`src/rtl/sum_sq_acc.sv`:
```
// rtl/sum_sq_acc.sv - saturating sum-of-squares accumulator with start/valid/ready handshakes
module sum_sq_acc #(
  parameter int DATA_W = 8,
  parameter int OUT_W  = 16
) (
  input  logic              clk,
  input  logic              rst,
  input  logic              start,
  input  logic [3:0]        len,
  input  logic              in_valid,
  input  logic [DATA_W-1:0] in_data,
  output logic              in_ready,
  output logic              out_valid,
  output logic [OUT_W-1:0]  out_sum,
  output logic              out_ovf,
  input  logic              out_ready,
  output logic              busy
);

  localparam int SQ_W  = 2 * DATA_W;
  // Wide enough for both operands plus one carry bit, so any carry out of
  // the OUT_W result range is visible regardless of the parameter choice.
  localparam int SUM_W = ((OUT_W > SQ_W) ? OUT_W : SQ_W) + 1;

  typedef enum logic [1:0] {
    IDLE  = 2'd0,
    ACCUM = 2'd1,
    DONE  = 2'd2
  } state_t;

  state_t              state;
  state_t              state_nxt;
  logic [OUT_W-1:0]    acc;
  logic [3:0]          cnt;
  logic                ovf;
  logic                beat;
  logic                launch;
  logic [SQ_W-1:0]     sq;
  logic [SUM_W-1:0]    sum;
  logic                sum_carry;

  // State register
  always_ff @(posedge clk or posedge rst) begin
    if (rst) begin
      state <= IDLE;
    end else begin
      state <= state_nxt;
    end
  end

  // Next-state decode and handshake outputs
  always_comb begin
    state_nxt = state;
    in_ready  = 1'b0;
    out_valid = 1'b0;
    busy      = 1'b0;
    beat      = 1'b0;
    launch    = 1'b0;
    case (state)
      IDLE: begin
        if (start) begin
          launch    = 1'b1;
          state_nxt = (len == 4'd0) ? DONE : ACCUM;
        end
      end
      ACCUM: begin
        in_ready = 1'b1;
        busy     = 1'b1;
        if (in_valid) begin
          beat = 1'b1;
          if (cnt == 4'd1) begin
            state_nxt = DONE;
          end
        end
      end
      DONE: begin
        out_valid = 1'b1;
        busy      = 1'b1;
        if (out_ready) begin
          state_nxt = IDLE;
        end
      end
      default: begin
        state_nxt = IDLE;
      end
    endcase
  end

  // Square the incoming sample and add it to the running total with a carry bit
  always_comb begin
    sq        = SQ_W'(in_data) * SQ_W'(in_data);
    sum       = SUM_W'(acc) + SUM_W'(sq);
    sum_carry = |sum[SUM_W-1:OUT_W];
  end

  // Accumulator, remaining-sample counter and sticky overflow flag
  always_ff @(posedge clk or posedge rst) begin
    if (rst) begin
      acc <= '0;
      cnt <= 4'd0;
      ovf <= 1'b0;
    end else if (launch) begin
      acc <= '0;
      cnt <= len;
      ovf <= 1'b0;
    end else if (beat) begin
      cnt <= cnt - 4'd1;
      if (sum_carry) begin
        acc <= {OUT_W{1'b1}};
        ovf <= 1'b1;
      end else begin
        acc <= sum[OUT_W-1:0];
      end
    end
  end

  // The result registers double as the output, so the last result persists in IDLE
  always_comb begin
    out_sum = acc;
    out_ovf = ovf;
  end

endmodule

```
`config.mk`:
```
export PLATFORM = sky130hd
export DESIGN_NAME = sum_sq_acc
export DESIGN_NICKNAME = d
export VERILOG_FILES = /design/src/rtl/sum_sq_acc.sv
export SDC_FILE = /design/constraint.sdc
export NUM_CORES = 1
export LEC_CHECK = 0
export ABC_CLOCK_PERIOD_IN_PS = 8150
export CAP_MARGIN = 20
export CORE_MARGIN = 2
export CORE_UTILIZATION = 45
export CTS_BUF_LIST = sky130_fd_sc_hd__clkbuf_16
export CTS_CLUSTER_SIZE = 20
export DETAILED_ROUTE_END_ITERATION = 10
export PLACE_DENSITY = 0.73
export SLEW_MARGIN = 20
export SYNTH_ARGS = -nofsm -noshare
export SYNTH_HDL_FRONTEND = slang
export SYNTH_SLANG_ARGS = --single-unit
```
`constraint.sdc`:
```
create_clock -name clk -period 8.15 [get_ports clk]
set_input_delay 1.63 -clock clk [delete_from_list [all_inputs] [get_ports clk]]
set_output_delay 1.63 -clock clk [all_outputs]
set_load 0.02 [all_outputs]
```
==> metrics.csv, run 1 <==
stage,metric,value,unit
status,outcome,"complete, no violations",
route,viasPerCell,5.04,
global_routing,grt_pass1_wl,11.5,mm
hold_path,min_path_cells,2,
synth,synth-seq-area-share,17.6,%
synth,syn_avg_cell_area,8.85,µm²
timing,max-slew-margin-rel,42.5,%
clock_network,cts_buffers,3,
timing,hold_viol_final,0,
worst_setup_path,end_kind,flop,
synth,ys_warn_count,0,
timing,setup_slack,1.24,ns
synth,yosys.area.top_type_share,23.3,%
global_routing,antenna_found_initial,0,
worst_setup_path,worstSetupStartpoint,in_data[5],
synth,synth_fp_nets,467,
global_routing,first_global_vias,2586,
placed_design,gp_congestion,0.836,
clock_network,cts.path.max_buffers,2,
cells_and_area,final_util,53.0,%
worst_setup_path,critPathKind,primary input to flop,
clock_network,clk_pin_slew,0.06,ns
route,vias,2511,
timing,tns,0,ns
route,firstDrtPassIters,4,
floorplan,start_util,45.8,%
cells_and_area,finalNonFillerCells,498,
synth,yosys-top-cells-area,"fa_1, dfrtp_1, ha_1",
worst_setup_path,path_max_fanout,15,
cells_and_area,syn_to_final_growth,15.9,%
worst_setup_path,r2r_cells,16,
placed_design,pre_cts_ws,0.947,ns
power_and_ir_drop,peakVddDrop,0.254,mV
floorplan,ios,37,
clock_network,hold_buffers,0,
timing,period_share,84.8,%
timing,rsz0062_at_grt,no,
timing,skew,0.00162,ns
cells_and_area,final_cell_mix,"inv_1, ha_1, fa_1",
route,drc_errors,0,
floorplan,rows,31,
clock_network,post-cts-setup-buffers,0,
timing,fmax,145,MHz
route,drt_iter0_drc,147,
cells_and_area,fin_nets,498,
clock_network,cts_resized,0,
clock_network,root_buffer,clkbuf_16,
floorplan,die_area,7950,µm²
clock_network,cts_tree,built,
synth,synth_flop_cell,dfrtp_1,
clock_network,cts.sinks,23,
cells_and_area,final_common_cell,inv_1,
worst_setup_path,r2r_start,out_sum[7],
power_and_ir_drop,design_power_total,0.00156,W
global_routing,grt_overflow_total,0,
floorplan,die_h,89.2,µm
worst_setup_path,r2r_slack,3.27,ns
clock_network,htreeDepth,1,
worst_setup_path,r2r_end,out_sum[13],
flow_run,maxCapViolCount,0,
route,drt-total-wl,6.57,mm
synth,synth_area,3270,µm²
cells_and_area,fill_cells,686,
hold_path,hold_start,out_ovf,
cells_and_area,antenna_cells,0,
floorplan,fp.dieW,89.2,µm
hold_path,min_delay_worst_endpoint,out_ovf,
worst_setup_path,crit_path_start_kind,primary input,
global_routing,grt_max_degree,24,
placed_design,dp_cells,494,
clock_network,clk_latency,0.26,ns
synth,syn_inst,369,
global_routing,track_usage,18.2,%
worst_setup_path,worst_ep_required_time,8.25,ns
synth,synth-edff-count,0,
floorplan,core-area,7140,µm²
worst_setup_path,cp.arrival,7.01,ns
timing,setup_viol,0,
placed_design,dp_hpwl,5.52,mm
route,wl_per_cell,13.2,µm
timing,tightest_slew,0.862,ns
power_and_ir_drop,p_leak,1.91,nW
placed_design,place.port_buffers,36,
timing,min_period,6.91,ns
synth,synthDistinctLibCells,38,
synth,synth_top_area_cell,fa_1,
timing,final_max_slew_viol_count,0,
synth,ys_seq_elements,23,
route,route.antenna.remaining_nets,0,
synth,async_reset_ff_share,100,%
hold_path,holdCritPathClass,flop to flop,
power_and_ir_drop,power.density,412,nW/µm²
cells_and_area,drive_gt1_share,3.01,%
==> registers in the layout (all words and copies together), names as in the netlist <==
signal	cells
out_ovf	1
cnt	4
out_sum	16
state	2
==> Yosys cell counts, types with 2 or more instances <==
library cell,n
nand2_1,19
or2_2,2
nor3_2,5
inv_1,82
nor4_1,3
xnor2_1,14
a21o_1,6
dfrtp_1,23
fa_1,38
nor3_1,7
a221oi_1,2
clkbuf_1,8
nor2_1,25
and2_1,22
o22ai_1,3
nor2b_1,4
xor2_1,6
o21ai_0,19
a211oi_1,3
a21oi_1,13
nand3_1,3
ha_1,43
a31oi_1,2
o21a_1,3
==> area by class of cell <==
class	instances	area (µm²)	area share, %
multi-input combinational	254	2340	61.7
sequential	23	576	15.2
timing repair buffer	36	360	9.52
inverter	82	308	8.13
tap	99	124	3.27
clock buffer	3	75.1	1.98
clock inverter	1	5.00	0.132
==> logic make-up after synthesis <==
| family | share of synthesized area (%) |
|---|---|
| multiplexers | 0.307 |
| adder cells (fa/ha/maj) | 39.8 |
| XOR/XNOR | 5.36 |
| AND/OR/NAND/NOR | 15.3 |
| AO/OA/AOI/OAI | 10.8 |
| buffers and inverters | 10.8 |
| flip-flops | 17.6 |
==> layer usage <==
| metal | wire [µm] | vias to the layer above | share of wire (%) | track usage [%] |
|---|---|---|---|---|
| li1 | - | 1227 | - | - |
| met1 | 2880 | 1231 | 44 | 23.4 |
| met2 | 3460 | 51 | 53 | 34.2 |
| met3 | 218 | 2 | 3.3 | 2.22 |
| met4 | 13 | 0 | 0.20 | 1.22 |
| met5 | 0 | - | 0 | 0 |
==> where the power goes <==
part	internal (W)	switching, W
Clock	0.0000661	0.0000421
Combinational	0.000544	0.000700
Sequential	0.000162	0.0000456
Total	0.000773	0.000788
==> stage by stage <==
stage | hold WS (ns) | cell area [µm²]
floorplan | 0.521 | 3270
global placement | 0.499 | 3700
detailed placement | 0.509 | 3700
CTS | 0.523 | 3780
global route | 0.548 | 3780
finish | 0.507 | 3780
==> critical path: stages <==
cell	delay, ns
clkdlybuf4s50_1	0.72
and2_1	0.21
fa_1	0.47
fa_1	0.54
fa_1	0.54
inv_1	0.05
fa_1	0.53
inv_1	0.04
ha_1	0.36
a211o_1	0.28
a221o_1	0.32
a21oi_2	0.20
nor4b_1	0.08
or3b_1	0.63
nor2_1	0.29
a221oi_1	0.13
==> worst max-delay path by stage <==
stage / to / slack (ns) / depth (start not counted)
after floorplan: out_sum[10] / 1.89 / 18
after global placement: out_sum[13] / 1.08 / 16
after detailed placement: out_sum[13] / 0.95 / 16
after CTS: out_sum[13] / 1.21 / 16
after global routing: out_sum[13] / 0.91 / 16
final: out_sum[13] / 1.24 / 16
No activity file was read; power rests on OpenSTA's default activity.
==> run 2: changes to the inputs <==
- ABC_CLOCK_PERIOD_IN_PS: 8150 -> 6700
- clock period: 8.15 -> 6.7 ns (I/O delays scaled with it)
==> run 2 against run 1 <==
Compared with the run above:
- clock power up 19%
- global-route usage up 0.13 points
- register-to-register slack worse by 1.2 ns
- non-clock buffer count up 8
- highest routed layer unchanged
==> metrics.csv, run 2 (same netlist as run 1, synthesis figures left out) <==
stage,metric,value,unit
status,outcome,"complete, no violations",
timing,final_max_slew_viol_count,0,
route,drt-total-wl,6.61,mm
hold_path,hold_start,out_ovf,
route,wl_per_cell,13.1,µm
global_routing,antenna_found_initial,0,
clock_network,clk_pin_slew,0.06,ns
worst_setup_path,path_max_fanout,15,
route,drt_iter0_drc,139,
worst_setup_path,cp.arrival,6.39,ns
route,viasPerCell,4.94,
placed_design,dp_hpwl,5.57,mm
clock_network,htreeDepth,1,
timing,fmax,159,MHz
timing,rsz0062_at_grt,no,
cells_and_area,antenna_cells,0,
clock_network,hold_buffers,0,
route,route.antenna.remaining_nets,0,
route,drc_errors,0,
cells_and_area,drive_gt1_share,5.16,%
worst_setup_path,worst_ep_required_time,6.80,ns
global_routing,grt_overflow_total,0,
global_routing,first_global_vias,2505,
floorplan,core-area,7140,µm²
route,vias,2498,
power_and_ir_drop,power.density,492,nW/µm²
power_and_ir_drop,p_leak,1.95,nW
cells_and_area,final_cell_mix,"inv_1, ha_1, fa_1",
clock_network,cts_buffers,3,
floorplan,rows,31,
timing,min_period,6.30,ns
global_routing,grt_max_degree,24,
floorplan,die_area,7950,µm²
placed_design,gp_congestion,0.853,
worst_setup_path,r2r_slack,2.05,ns
timing,period_share,94.0,%
placed_design,place.port_buffers,36,
timing,tightest_slew,0.854,ns
floorplan,fp.dieW,89.2,µm
clock_network,cts_tree,built,
floorplan,die_h,89.2,µm
timing,whs,0.526,ns
clock_network,root_buffer,clkbuf_16,
worst_setup_path,crit_path_start_kind,primary input,
worst_setup_path,r2r_start,out_sum[7],
worst_setup_path,r2r_cells,16,
worst_setup_path,r2r_end,out_sum[13],
timing,skew,0.000399,ns
floorplan,start_util,45.8,%
cells_and_area,fin_nets,506,
clock_network,cts.path.max_buffers,2,
cells_and_area,syn_to_final_growth,17.8,%
hold_path,min_path_cells,2,
timing,max-slew-margin-rel,43.0,%
flow_run,maxCapViolCount,0,
timing,hold_viol_final,0,
global_routing,track_usage,18.3,%
cells_and_area,final_common_cell,inv_1,
clock_network,cts.sinks,23,
cells_and_area,largest_reg_flops,16,
floorplan,ios,37,
worst_setup_path,critPathKind,primary input to flop,
worst_setup_path,worstSetupStartpoint,in_data[2],
hold_path,min_delay_worst_endpoint,out_ovf,
worst_setup_path,end_kind,flop,
clock_network,clk_latency,0.25,ns
placed_design,place_area,3760,µm²
cells_and_area,postLayoutCellArea,3850,µm²
cells_and_area,fill_cells,686,
power_and_ir_drop,peakVddDrop,0.363,mV
route,firstDrtPassIters,5,
global_routing,grt_pass1_wl,11.5,mm
hold_path,holdCritPathClass,flop to flop,
timing,setup_viol,0,
run 2: stage by stage:
step           util (%)  setup TNS [ns]  total power (W)  setup slack, ns  cells
5_1_grt            53.9               0          0.00213            0.182    506
4_1_cts            53.9               0          0.00191            0.233    506
2_1_floorplan         -               0          0.00142            0.727    369
3_5_place_dp       52.7         -0.0191          0.00176          -0.0191    502
3_3_place_gp       52.7               0          0.00173           0.0524    502
6_report           53.9               0          0.00189            0.405    506
run 2: metal layers:
layer  GRT usage [%]  up-vias  part of all wire [%]
li1                -     1245                     -
met1            25.5     1203                    45
met2            31.4       44                    51
met3            2.77        6                   3.5
met4            2.04        0                  0.60
met5               0        -                     0
run 2: worst max-delay path, cell delays in order:
cell and delay, ns:
clkdlybuf4s50_1 0.49, and2_1 0.24, fa_1 0.54, fa_1 0.53, fa_1 0.54, inv_1 0.05
fa_1 0.52, inv_1 0.04, ha_1 0.36, a211o_1 0.28, a221o_1 0.32, a21oi_2 0.19
nor4b_1 0.09, or3b_4 0.51, nor2_1 0.21, a221oi_1 0.12
run 2: where the power goes:
part / internal [W] / leakage, nW / switching, W / total [W]
Sequential: 0.000197 / 0.294 / 0.0000558 / 0.000253
Combinational: 0.000665 / 1.62 / 0.000845 / 0.00151
Clock: 0.0000802 / 0.0409 / 0.0000477 / 0.000128
run 2: how the worst max path moves through the flow:
stage / endpoint / slack, ns / cells past startpoint
4_1_cts: out_sum[13] / 0.23 / 16
3_3_place_gp: out_sum[13] / 0.05 / 16
6_report: out_sum[13] / 0.40 / 16
2_1_floorplan: out_sum[10] / 0.73 / 18
5_1_grt: out_sum[13] / 0.18 / 16
3_5_place_dp: out_sum[13] / -0.02 / 16
run 2: final cells by class:
type / instances / area (µm²) / share of cell area, %
sequential: 23 / 576 / 15.0
clock inverter: 1 / 5.00 / 0.130
timing repair buffer: 44 / 420 / 10.9
tap: 99 / 124 / 3.22
multi-input combinational: 254 / 2340 / 60.8
inverter: 82 / 308 / 8.00
clock buffer: 3 / 75.1 / 1.95
run 2: repair_timing:
item	CTS	global route
setup buffers	0	0
gates resized for setup	0	2
setup endpoints to repair	0	1
==> run 3: changes to the inputs <==
- CAP_MARGIN: 20 -> 25
- GPL_TIMING_DRIVEN: not set -> 0
- PLACE_DENSITY: 0.73 -> 0.66
==> run 3 against run 2 <==
Compared with the run above:
- via count up 1.0%
- critical endpoint is now out_ovf
- non-clock buffer count up 1
- design area down 0.20%
- largest cell class unchanged
- largest power group unchanged
- sequential power about the same
- first-iteration DRC count down 18%
==> metrics.csv, run 3 (same netlist as run 1, synthesis figures left out) <==
stage,metric,value,unit
route,viasPerCell,4.98,
status,outcome,"complete, no violations",
cells_and_area,drive_gt1_share,3.68,%
placed_design,gp_congestion,0.815,
worst_setup_path,critPathKind,primary input to flop,
route,vias,2524,
floorplan,die_area,7950,µm²
global_routing,grt_pass1_wl,11.7,mm
clock_network,clk_latency,0.26,ns
worst_setup_path,worst_ep_required_time,6.83,ns
placed_design,dp_hpwl,5.54,mm
clock_network,clk_pin_slew,0.06,ns
cells_and_area,multiInputGateArea,2340,µm²
clock_network,cts.path.max_buffers,2,
timing,max-slew-margin-rel,41.6,%
worst_setup_path,crit_family,adder cells,
cells_and_area,regArea,576,µm²
worst_setup_path,end_kind,flop,
floorplan,rows,31,
worst_setup_path,r2r_cells,16,
clock_network,cts_tree,built,
route,drt-total-wl,6.61,mm
clock_network,cts.sinks,23,
floorplan,core-area,7140,µm²
power_and_ir_drop,pwr-share-clk,6.7,%
placed_design,place.port_buffers,35,
cells_and_area,fin_nets,507,
timing,rsz0062_at_grt,no,
power_and_ir_drop,power.density,501,nW/µm²
global_routing,grt_max_degree,24,
power_and_ir_drop,p_switching,0.000968,W
power_and_ir_drop,peakVddDrop,0.256,mV
hold_path,min_path_cells,2,
route,firstDrtPassIters,4,
route,drt_iter0_drc,114,
cells_and_area,largest_reg_flops,16,
route,drc_errors,0,
worst_setup_path,cp_slowest_stage_delay,0.55,ns
global_routing,first_global_vias,2575,
timing,final_max_slew_viol_count,0,
global_routing,grt_overflow_total,0,
power_and_ir_drop,p_leak,1.96,nW
worst_setup_path,path_max_fanout,10,
route,wl_per_cell,13.0,µm
placed_design,place_area,3740,µm²
power_and_ir_drop,internal_power,0.000955,W
floorplan,start_util,45.8,%
timing,skew,0.00524,ns
timing,setup_viol,0,
floorplan,fp.dieW,89.2,µm
cells_and_area,antenna_cells,0,
timing,tightest_slew,0.875,ns
route,route.antenna.remaining_nets,0,
power_and_ir_drop,design_power_total,0.00192,W
power_and_ir_drop,combPwrFrac,80.3,%
worst_setup_path,path_cells,clkdlybuf4s50_1 > clkbuf_4 > and2_1 > fa_1 > fa_1 > fa_1 > inv_1 > fa_1 > inv_1 > ha_1 > a211o_1 > a221o_1 > a21oi_4 > nor4b_1 > or3b_1 > buf_2 > buf_6 > a21oi_1 > nor2_1,
worst_setup_path,worst_path_most_repeated_cell,fa_1,
timing,period_share,95.8,%
clock_network,htreeDepth,1,
cells_and_area,syn_to_final_growth,17.5,%
timing,hold_viol_final,0,
power_and_ir_drop,p_seq_share,13.0,%
timing,fmax,156,MHz
cells_and_area,final_common_cell,inv_1,
worst_setup_path,cp.arrival,6.54,ns
worst_setup_path,crit_path_start_kind,primary input,
worst_setup_path,critPathBufInv,6,
global_routing,antenna_found_initial,0,
flow_run,maxCapViolCount,0,
global_routing,track_usage,18.8,%
cells_and_area,fill_cells,690,
floorplan,die_h,89.2,µm
hold_path,holdCritPathClass,flop to flop,
worst_setup_path,cpMaxStageDelayCell,fa_1,
clock_network,hold_buffers,0,
floorplan,ios,37,
power_and_ir_drop,netSwitchingFraction,50.3,%
clock_network,root_buffer,clkbuf_16,
cells_and_area,postLayoutCellArea,3840,µm²
cells_and_area,final_cell_mix,"inv_1, ha_1, fa_1",
worst_setup_path,cp.depth,19,
timing,min_period,6.42,ns
clock_network,cts_buffers,3,
-- run 3: changes by cell type in the layout (fill, tap and decap cells not counted) --
cell / delta
clkbuf_1: +7
or3b_1: +1
clkbuf_4: +1
buf_2: +1
dlymetal6s2s_1: +3
buf_6: +1
a21oi_4: +1
buf_4: -8
clkdlybuf4s50_1: -4
or3b_4: -1
a21oi_2: -1
-- run 3: metrics by stage --
step,TNS [ns],setup slack (ns),hold WS (ns),util (%),std cells
5_1_grt,0,0.0101,0.534,53.8,507
3_3_place_gp,-2.48,-0.196,0.490,52.4,503
4_1_cts,0,0.0319,0.507,53.5,507
3_5_place_dp,-3.08,-0.239,0.493,52.4,503
2_1_floorplan,0,0.727,0.521,-,369
6_report,0,0.284,0.499,53.8,507
-- run 3: final timing paths --
path | start | to | slack, ns
hold reg to reg | out_ovf | out_ovf | 0.50
min in group asynchronous | rst | out_sum[11] | 1.57
hold / removal | out_ovf | out_ovf | 0.50
setup reg to reg | out_sum[6] | out_ovf | 2.02
setup / recovery | in_data[5] | out_ovf | 0.28
max in group asynchronous | rst | cnt[0] | 4.59
-- run 3: area by class of cell --
| type | instances | share of cell area, % |
|---|---|---|
| repair buffers | 35 | 9.32 |
| clock inverters | 1 | 0.130 |
| flip-flops and latches | 23 | 15.0 |
| multi-input cells | 254 | 61.0 |
| well taps | 99 | 3.23 |
| clock buffers | 3 | 1.96 |
| inverters | 82 | 8.02 |
| plain buffers | 10 | 1.30 |
-- run 3: power groups by stage --
stage / combinational [W] / clock [W] / sequential, W
after floorplan: 0.00113 / 0 / 0.000285
after global placement: 0.00150 / 0 / 0.000253
after detailed placement: 0.00153 / 0 / 0.000253
after CTS: 0.00154 / 0.000131 / 0.000252
after global routing: 0.00178 / 0.000137 / 0.000259
final: 0.00154 / 0.000129 / 0.000250
-- run 3: repair_timing --
item | in CTS | in global routing
resized for setup | 0 | 8
setup buffers | 0 | 0
hold endpoints to repair | 0 | 0
endpoints found under the setup margin | 0 | 17
-- run 3: metal layers --
metal  vias up  GRT usage [%]  wire length, µm
met5         -              0                0
met4         0           2.58               58
met3         4           2.31              169
met2        34           33.4             3310
met1      1235           25.2             3080
li1       1251              -                -
-- run 3: worst register-to-register path, stage by stage, from the launching register on --
cell,delay (ns)
dfrtp_1,0.44
fa_1,0.53
fa_1,0.52
inv_1,0.05
fa_1,0.48
fa_1,0.54
inv_1,0.04
ha_1,0.35
nand3_1,0.08
o22ai_1,0.36
a21oi_4,0.12
o21ai_0,0.14
or3b_1,0.35
buf_2,0.18
buf_6,0.16
a21oi_1,0.15
nor2_1,0.05
